File: src/rtl/rom_map_pkg.sv
// Shared ROM map definitions: region layout, FSM state encoding and default fill byte.
// Used by the upload readback path and reusable by the download selectors.
package rom_map_pkg;
    localparam int REGION_COUNT = 9;
    localparam int REGION_SIZE  = 16384;
    localparam int ADDR_W       = 25;
    localparam int OFFS_W       = $clog2(REGION_SIZE);
    localparam int SEL_W        = 4;

    localparam logic [ADDR_W-1:0] REGION_BASE [REGION_COUNT] = '{
        25'h00000, 25'h04000, 25'h08000,
        25'h10000, 25'h14000, 25'h18000,
        25'h20000, 25'h24000, 25'h28000
    };

    localparam logic [7:0] DEFAULT_FILL = 8'hFF;

    typedef enum logic [1:0] {
        IDLE,
        ISSUE,
        WAITLAT,
        CAPTURE
    } rb_state_t;
endpackage

File: src/rtl/rom_region_decode.sv
// Combinational byte address -> {valid, region index, offset within region}.
module rom_region_decode
    import rom_map_pkg::*;
(
    input  logic [ADDR_W-1:0] addr,
    output logic              valid,
    output logic [SEL_W-1:0]  index,
    output logic [OFFS_W-1:0] offset
);

    // Regions are 16 KB aligned, so only the bits above the offset take part in the match.
    always_comb begin
        valid  = 1'b0;
        index  = '0;
        offset = addr[OFFS_W-1:0];
        for (int i = 0; i < REGION_COUNT; i++) begin
            if (addr[ADDR_W-1:OFFS_W] == REGION_BASE[i][ADDR_W-1:OFFS_W]) begin
                valid = 1'b1;
                index = SEL_W'(i);
            end
        end
    end

endmodule

File: src/rtl/rom_readback.sv
// Serves HPS upload byte reads from the ROM regions, with a uniform fetch latency
// for mapped and unmapped addresses, plus a running session checksum.
//   state   | meaning
//   IDLE    | waiting for an RD strobe while UPLOAD is high
//   ISSUE   | pulse RAM_RD (mapped only), load latency counter
//   WAITLAT | count down the RAM read latency
//   CAPTURE | returned byte visible on DATA_OUT, WAIT low
module rom_readback
    import rom_map_pkg::*;
#(
    parameter int         RD_LAT = 1,
    parameter logic [7:0] FILL   = DEFAULT_FILL
) (
    input  logic              CLK,
    input  logic              RESET,
    input  logic              UPLOAD,
    input  logic              RD,
    input  logic [ADDR_W-1:0] IOCTL_ADDR,
    output logic [7:0]        DATA_OUT,
    output logic              WAIT,
    output logic [SEL_W-1:0]  RAM_SEL,
    output logic [OFFS_W-1:0] RAM_ADDR,
    output logic              RAM_RD,
    input  logic [7:0]        RAM_DATA,
    output logic [15:0]       SUM,
    output logic              ERR
);

    localparam logic [1:0] LAT_INIT = 2'(RD_LAT);

    rb_state_t         state, state_nxt;
    logic [1:0]        lat_cnt;
    logic              map_valid;
    logic              upload_q;
    logic              dec_valid;
    logic [SEL_W-1:0]  dec_index;
    logic [OFFS_W-1:0] dec_offset;
    logic [7:0]        fetch_byte;
    logic              accept;
    logic              capture_now;

    rom_region_decode u_decode (
        .addr   (IOCTL_ADDR),
        .valid  (dec_valid),
        .index  (dec_index),
        .offset (dec_offset)
    );

    always_comb begin
        state_nxt = state;
        case (state)
            IDLE:    if (RD && UPLOAD) state_nxt = ISSUE;
            ISSUE:   state_nxt = WAITLAT;
            WAITLAT: if (lat_cnt <= 2'd1) state_nxt = CAPTURE;
            CAPTURE: state_nxt = IDLE;
            default: state_nxt = IDLE;
        endcase
        // Dropping the session abandons any fetch in flight.
        if (!UPLOAD) state_nxt = IDLE;
    end

    assign WAIT        = (state == ISSUE) || (state == WAITLAT);
    assign RAM_RD      = (state == ISSUE) && map_valid;
    assign accept      = (state == IDLE) && RD && UPLOAD;
    assign capture_now = (state == WAITLAT) && (state_nxt == CAPTURE);
    assign fetch_byte  = map_valid ? RAM_DATA : FILL;

    always_ff @(posedge CLK or posedge RESET) begin
        if (RESET) begin
            state     <= IDLE;
            lat_cnt   <= '0;
            map_valid <= 1'b0;
            upload_q  <= 1'b0;
            RAM_SEL   <= '0;
            RAM_ADDR  <= '0;
            DATA_OUT  <= '0;
            SUM       <= '0;
            ERR       <= 1'b0;
        end else begin
            state    <= state_nxt;
            upload_q <= UPLOAD;

            if (accept) begin
                map_valid <= dec_valid;
                RAM_SEL   <= dec_index;
                RAM_ADDR  <= dec_offset;
            end

            if (state == ISSUE)
                lat_cnt <= LAT_INIT;
            else if (state == WAITLAT && lat_cnt != 2'd0)
                lat_cnt <= lat_cnt - 2'd1;

            // The byte is registered on the edge entering CAPTURE so it is valid as WAIT falls.
            if (capture_now) begin
                DATA_OUT <= fetch_byte;
                SUM      <= SUM + {8'h00, fetch_byte};
            end

            if (UPLOAD && !upload_q) begin
                SUM <= '0;
                ERR <= 1'b0;
            end else if (RD && UPLOAD && state != IDLE) begin
                ERR <= 1'b1;
            end
        end
    end

endmodule

File: config.mk
export PLATFORM = sky130hd
export DESIGN_NAME = rom_readback
export DESIGN_NICKNAME = d
export VERILOG_FILES = /design/src/rtl/rom_map_pkg.sv /design/src/rtl/rom_region_decode.sv /design/src/rtl/rom_readback.sv
export SDC_FILE = /design/constraint.sdc
export NUM_CORES = 1
export LEC_CHECK = 0
export BUFFER_PORTS_ARGS = -buffer_cell sky130_fd_sc_hd__buf_2
export CELL_PAD_IN_SITES_DETAIL_PLACEMENT = 1
export CELL_PAD_IN_SITES_GLOBAL_PLACEMENT = 2
export CORE_ASPECT_RATIO = 1.25
export CORE_MARGIN = 5
export CORE_UTILIZATION = 33
export CTS_CLUSTER_DIAMETER = 200
export DETAILED_ROUTE_END_ITERATION = 10
export PLACE_DENSITY = 0.82
export REMOVE_ABC_BUFFERS = 1
export SLEW_MARGIN = 20
export SYNTH_ARGS = -nofsm -noshare
export SYNTH_HDL_FRONTEND = slang
export SYNTH_SLANG_ARGS = --single-unit
File: constraint.sdc
create_clock -name CLK -period 4.8 [get_ports CLK]
set_input_delay 0.24 -clock CLK [delete_from_list [all_inputs] [get_ports CLK]]
set_output_delay 0.24 -clock CLK [all_outputs]
set_load 0.01 [all_outputs]
Word-level counts from Yosys, hierarchy flattened
Cells that the tools add are included.

Bits in registers: 49. Word-level logic and storage cells: 69.

$add $sub $neg: 2. Order comparisons: 1. Equal/unequal tests: 12. Multiplexer cells: 28. Reductions and logical operators: 17.

Operators by type and width (count): $eq 11x3->1 const B (3); $eq 11x4->1 const B (3); $mux 16 (2); $add 16x8->16 (1); $mux 2 (7); $mux 1 (12); $mux 3 (4); $eq 11x1->1 const B (1); $eq 11x2->1 const B (1); $logic_not 11->1 (1); $reduce_bool 2->1 (5); $logic_and 1x1->1 (8); $mux 8 (1); $pmux 2 s4 (1); $eq 2x2->1 const B (3); $mux 4 (1); $eq 2x1->1 const B (1); $le 2x1->1 const B (1); $logic_not 2->1 (1); $sub 2x1->2 const B (1); $logic_not 1->1 (1); $logic_or 1x1->1 (1).

Logic depth before layout (Yosys ltp)
Depth in word-level cells: 10. Mapped depth: 9. Mapped depth without buffers: 9.

Cells and area by module
From an unflattened synthesis, not the netlist that was laid out.

Cell total of the unflattened synthesis: 253. Area total of the unflattened synthesis: 2782.7 um^2.

By module, submodules not included: rom_readback (times used 1, cells an instance 223, area each 2522.4 um^2, seq. area each 1226.2 um^2); rom_region_decode (times used 1, cells an instance 30, area each 260.2 um^2, seq. area each 0.0 um^2).

Worst setup path before layout
No wires, ideal clock.

Path type: reg-to-reg. Start: register map_valid. End: register SUM[12]. Arrival: 2.088 ns. Required time: 4.680 ns. Slack: 2.591 ns. Stages on the path, launching flop included: 10. Period minus slack after synthesis: 2.209 ns. Path through: dfrtp_1 -> nand2b_1 -> ha_1 -> inv_1 -> fa_1 -> nor2b_1 -> o2111ai_1 -> a31oi_1 -> a31oi_1 -> a41o_1.

Word-level cells in the longest chain between the ends: 4.

RTL lines: start: declaration (RTL line rom_readback.sv:33) `logic map_valid;`; start signal: assignment (RTL line rom_readback.sv:84) `map_valid <= dec_valid;`; $mux 8 (RTL line rom_readback.sv:66) `assign fetch_byte = map_valid ? RAM_DATA : FILL;`; via fetch_byte[0] (RTL line rom_readback.sv:38) `logic [7:0] fetch_byte;`; $add 16x8->16 (RTL line rom_readback.sv:97) `SUM <= SUM + {8'h00, fetch_byte};`; $mux 16 (RTL line rom_readback.sv:95) `if (capture_now) begin`; $mux 16 (RTL line rom_readback.sv:100) `if (UPLOAD && !upload_q) begin`; end signal: assignment (RTL line rom_readback.sv:97); end: declaration (RTL line rom_readback.sv:25) `output logic [15:0] SUM,`.

The timed path passes the listed nets, and every way through them passes these cells. The select of a mux whose other input is x is not followed. A chain may end at the register's enable or synchronous reset.

Worst setup path after layout
Ends and elaborated chain as after synthesis.

==> summary.md <==
| Metric | Value |
|---|---|
| Status | complete, no violations |
| Pins over their slew limit | 0 |
| Seq/Total Area, Yosys | 0.471 |
| Worst skew pair latency | 310 ps |
| Crit path kind | flop to flop |
| Setup TNS | 0 ps |
| Total GRT Usage | 0.145 |
| Crit end category | flop |
| Area Growth Syn to Fin | 24.7% |
| Post_cts resized | 0 |
| Cell Area, Synth | 2600 sq um |
| Top cell by count, worst path | a31oi_1 |
| CP startpoint kind | flop |
| Tcrit/Tclk final | 0.535 |
| # diodes | 0 |
| Hold Vio Cnt, Final | 0 |
| Clock slew at reported path FFs | 100 ps |
| Slew @ Worst Pin | 995 ps |
| Hold WC Path Type | input pin to async pin |
| CP max stage delay | 510 ps |
| Final wirelength | 6.75 mm |
| Buffers added on ports | 81 |
| Slew margin rel. | 0.335 |
| Initial Utilization | 0.336 |
| Share of cells above drive strength 1 | 0.347 |
| Post-synth EDFFs | 0 |
| Die X-Extent | 89.4 um |
| DR iter-0 viols | 35 |
| Slowest-stage cell, CP | dfrtp_1 |
| Leakage power | 1.56 nW |
| Flop and latch count out of synthesis | 49 |
| Fillers | 937 |
| Asr flop ratio synth | 1.00 |
| CTS max path bufs | 2 |
| Final setup fails | 0 |
| GRT Residual Overflow | 0 |
| DIE HEIGHT | 109 um |
| Fmax | 389 MHz |
| WL per Instance | 15.6 um |
| HPWL after DPL | 5.28 mm |
| CTS tree | done |
| Place WS | 2210 ps |
| Post-Syn Instances | 254 |
| Worst Reg-to-Reg Cells | 9 |
| Number of global-route vias before repair | 2283 |
| CP cell instances | nand2b_1 -> ha_1 -> inv_1 -> fa_1 -> nor2b_1 -> o2111ai_1 -> a31oi_1 -> a31oi_1 -> a41o_1 |
| # DRC | 0 |
| Core Region | 7750 sq um |
| Nets@finish | 387 |
| Post-CTS setup buffers | 0 |
| Via count | 2173 |
| Top_reg_cell synth | dfrtp_1 |
| Count of different cell masters after synthesis | 45 |
| CP max FO | 10 |
| Max-Cap Viols | 0 |
| DRT antenna net count | 0 |
| Clk sink count | 49 |
| CTS Buf Count | 5 |
| Die ar. | 9770 sq um |
| Setup ws final | 2230 ps |
| Via-to-Cell Ratio | 5.03 |
| Largest net degree at the start of global routing | 50 |
| RSZ-0062 raised after global routing | false |
| DRT Pass-1 Iters | 4 |
| Cell area power density | 521 nW/um^2 |
| First-pass GRT wire length | 11.1 mm |
| Period minus WS final | 2570 ps |
| Critical Path RT | 5000 ps |
| Critical R2R Capture | SUM[12]$_DFFE_PP0P_ |
| Layout Skew | 9.89 ps |
| Kind of cell adding the most delay to the critical path | compound AO/OA/AOI/OAI gates |
| Setup slack, reg-to-reg | 2230 ps |
| Worst EP arrival | 2770 ps |
| Avg Inst Size Synth | 10.2 sq um |
| Htree depth | 2 |
| Peak VDD IR | 0.254 mV |
| CTS root buf | clkbuf_8 |
| Worst r2r src | map_valid$_DFFE_PP0P_ |
| Setup crit start | map_valid$_DFFE_PP0P_ |
| Hold Buf Count CTS | 0 |
| Crit path buf inv count | 1 |
| Ports | 82 |
| Layout Utilization | 0.419 |
| Synthesis Warnings | 0 |
| Num rows | 36 |
| Gpl congestion | 0.776 |
| Initial antenna violation count | 0 |
==> cells by family (layout without fill, tap and decap cells) <==
kind of cell | after synthesis | count (layout) | synth area share
AO/OA/AOI/OAI | 50 | 50 | 0.120
adder cells (fa/ha/maj) | 14 | 14 | 0.0702
XOR/XNOR | 5 | 5 | 0.0168
AND/OR/NAND/NOR | 93 | 93 | 0.191
flip-flops | 49 | 49 | 0.471
multiplexers | 24 | 24 | 0.102
buffers and inverters | 19 | 102 | 0.0279
==> report_power, final <==
group | total, mW | switching, mW | leakage [nW] | internal [mW]
Clock | 0.362 | 0.152 | 0.0687 | 0.210
Combinational | 0.709 | 0.377 | 0.869 | 0.332
Sequential | 0.621 | 0.0766 | 0.624 | 0.544
Total | 1.69 | 0.606 | 1.56 | 1.09
==> how the worst max path moves through the flow <==
stage | depth (start not counted) | to
floorplan | 6 | DATA_OUT[0]$_DFFE_PP0P_
global placement | 9 | SUM[12]$_DFFE_PP0P_
detailed placement | 9 | SUM[12]$_DFFE_PP0P_
CTS | 9 | SUM[12]$_DFFE_PP0P_
global route | 9 | SUM[10]$_DFFE_PP0P_
finish | 9 | SUM[12]$_DFFE_PP0P_
==> final cells by class <==
cell class | count | area [sq um] | share of cell area
Sequential cell | 49 | 1230 | 0.378
Clock buffer | 5 | 68.8 | 0.0212
Clock inverter | 3 | 68.8 | 0.0212
Tap cell | 95 | 119 | 0.0366
Multi-Input combinational cell | 186 | 1300 | 0.401
Timing Repair Buffer | 82 | 413 | 0.127
Inverter | 12 | 46.3 | 0.0143
==> cell usage after synthesis (all sizes together) (2+ instances only) <==
cell type / n / area share
or3b: 2 / 0.0067
buf: 2 / 0.0034
nor3: 5 / 0.0096
dfrtp: 49 / 0.47
xnor2: 4 / 0.013
nand2b: 14 / 0.034
mux2: 21 / 0.091
nand3b: 2 / 0.0058
ha: 13 / 0.063
a41o: 2 / 0.0077
nor2: 17 / 0.025
a21oi: 14 / 0.027
and4: 2 / 0.0067
nor2b: 6 / 0.014
nand2: 25 / 0.036
a21o: 2 / 0.0058
a211oi: 4 / 0.012
nand3: 4 / 0.0077
and3: 3 / 0.011
o21a: 2 / 0.0058
o21ai: 15 / 0.029
nor4: 2 / 0.0048
a31oi: 5 / 0.012
clkbuf: 5 / 0.0072
mux2i: 3 / 0.012
inv: 12 / 0.017
nor3b: 2 / 0.0058
and2: 3 / 0.0072
or3: 2 / 0.0048
==> registers in the layout, indices dropped and copies added, names as in the netlist <==
| signal | flops |
|---|---|
| ERR | 1 |
| map_valid | 1 |
| DATA_OUT | 8 |
| RAM_ADDR | 14 |
| upload_q | 1 |
| lat_cnt | 2 |
| state | 2 |
| RAM_SEL | 4 |
| SUM | 16 |
==> metrics by stage <==
stage | total power [mW] | instances | area (sq um) | hold WS [ps]
2_1_floorplan | 1.09 | 247 | 2570 | 271
3_3_place_gp | 1.33 | 424 | 3110 | 427
3_5_place_dp | 1.35 | 424 | 3110 | 430
4_1_cts | 1.72 | 432 | 3240 | 96.6
5_1_grt | 1.82 | 432 | 3240 | 95.6
6_report | 1.69 | 432 | 3240 | 65.6
==> cell usage in the layout, fill, tap and decap left out, drive strengths merged, types with 2 or more instances in the layout <==
cell type  instances
buf               82
dfrtp             49
nand2             25
mux2              21
nor2              17
o21ai             15
nand2b            14
a21oi             14
ha                13
inv               12
nor2b              6
nor3               5
a31oi              5
clkbuf             5
xnor2              4
a211oi             4
nand3              4
and2               3
mux2i              3
and3               3
a21o               2
o21a               2
nand3b             2
and4               2
or3                2
nor4               2
a41o               2
nor3b              2
bufinv             2
or3b               2
==> layer usage <==
metal  vias up  global-route usage  share of wire
li1       1056                   -              -
met5         -                   0              0
met4         0              0.0415          0.013
met1      1054               0.172           0.41
met3         7              0.0476          0.067
met2        56               0.249           0.51
Power figures use the tool's default switching activity.
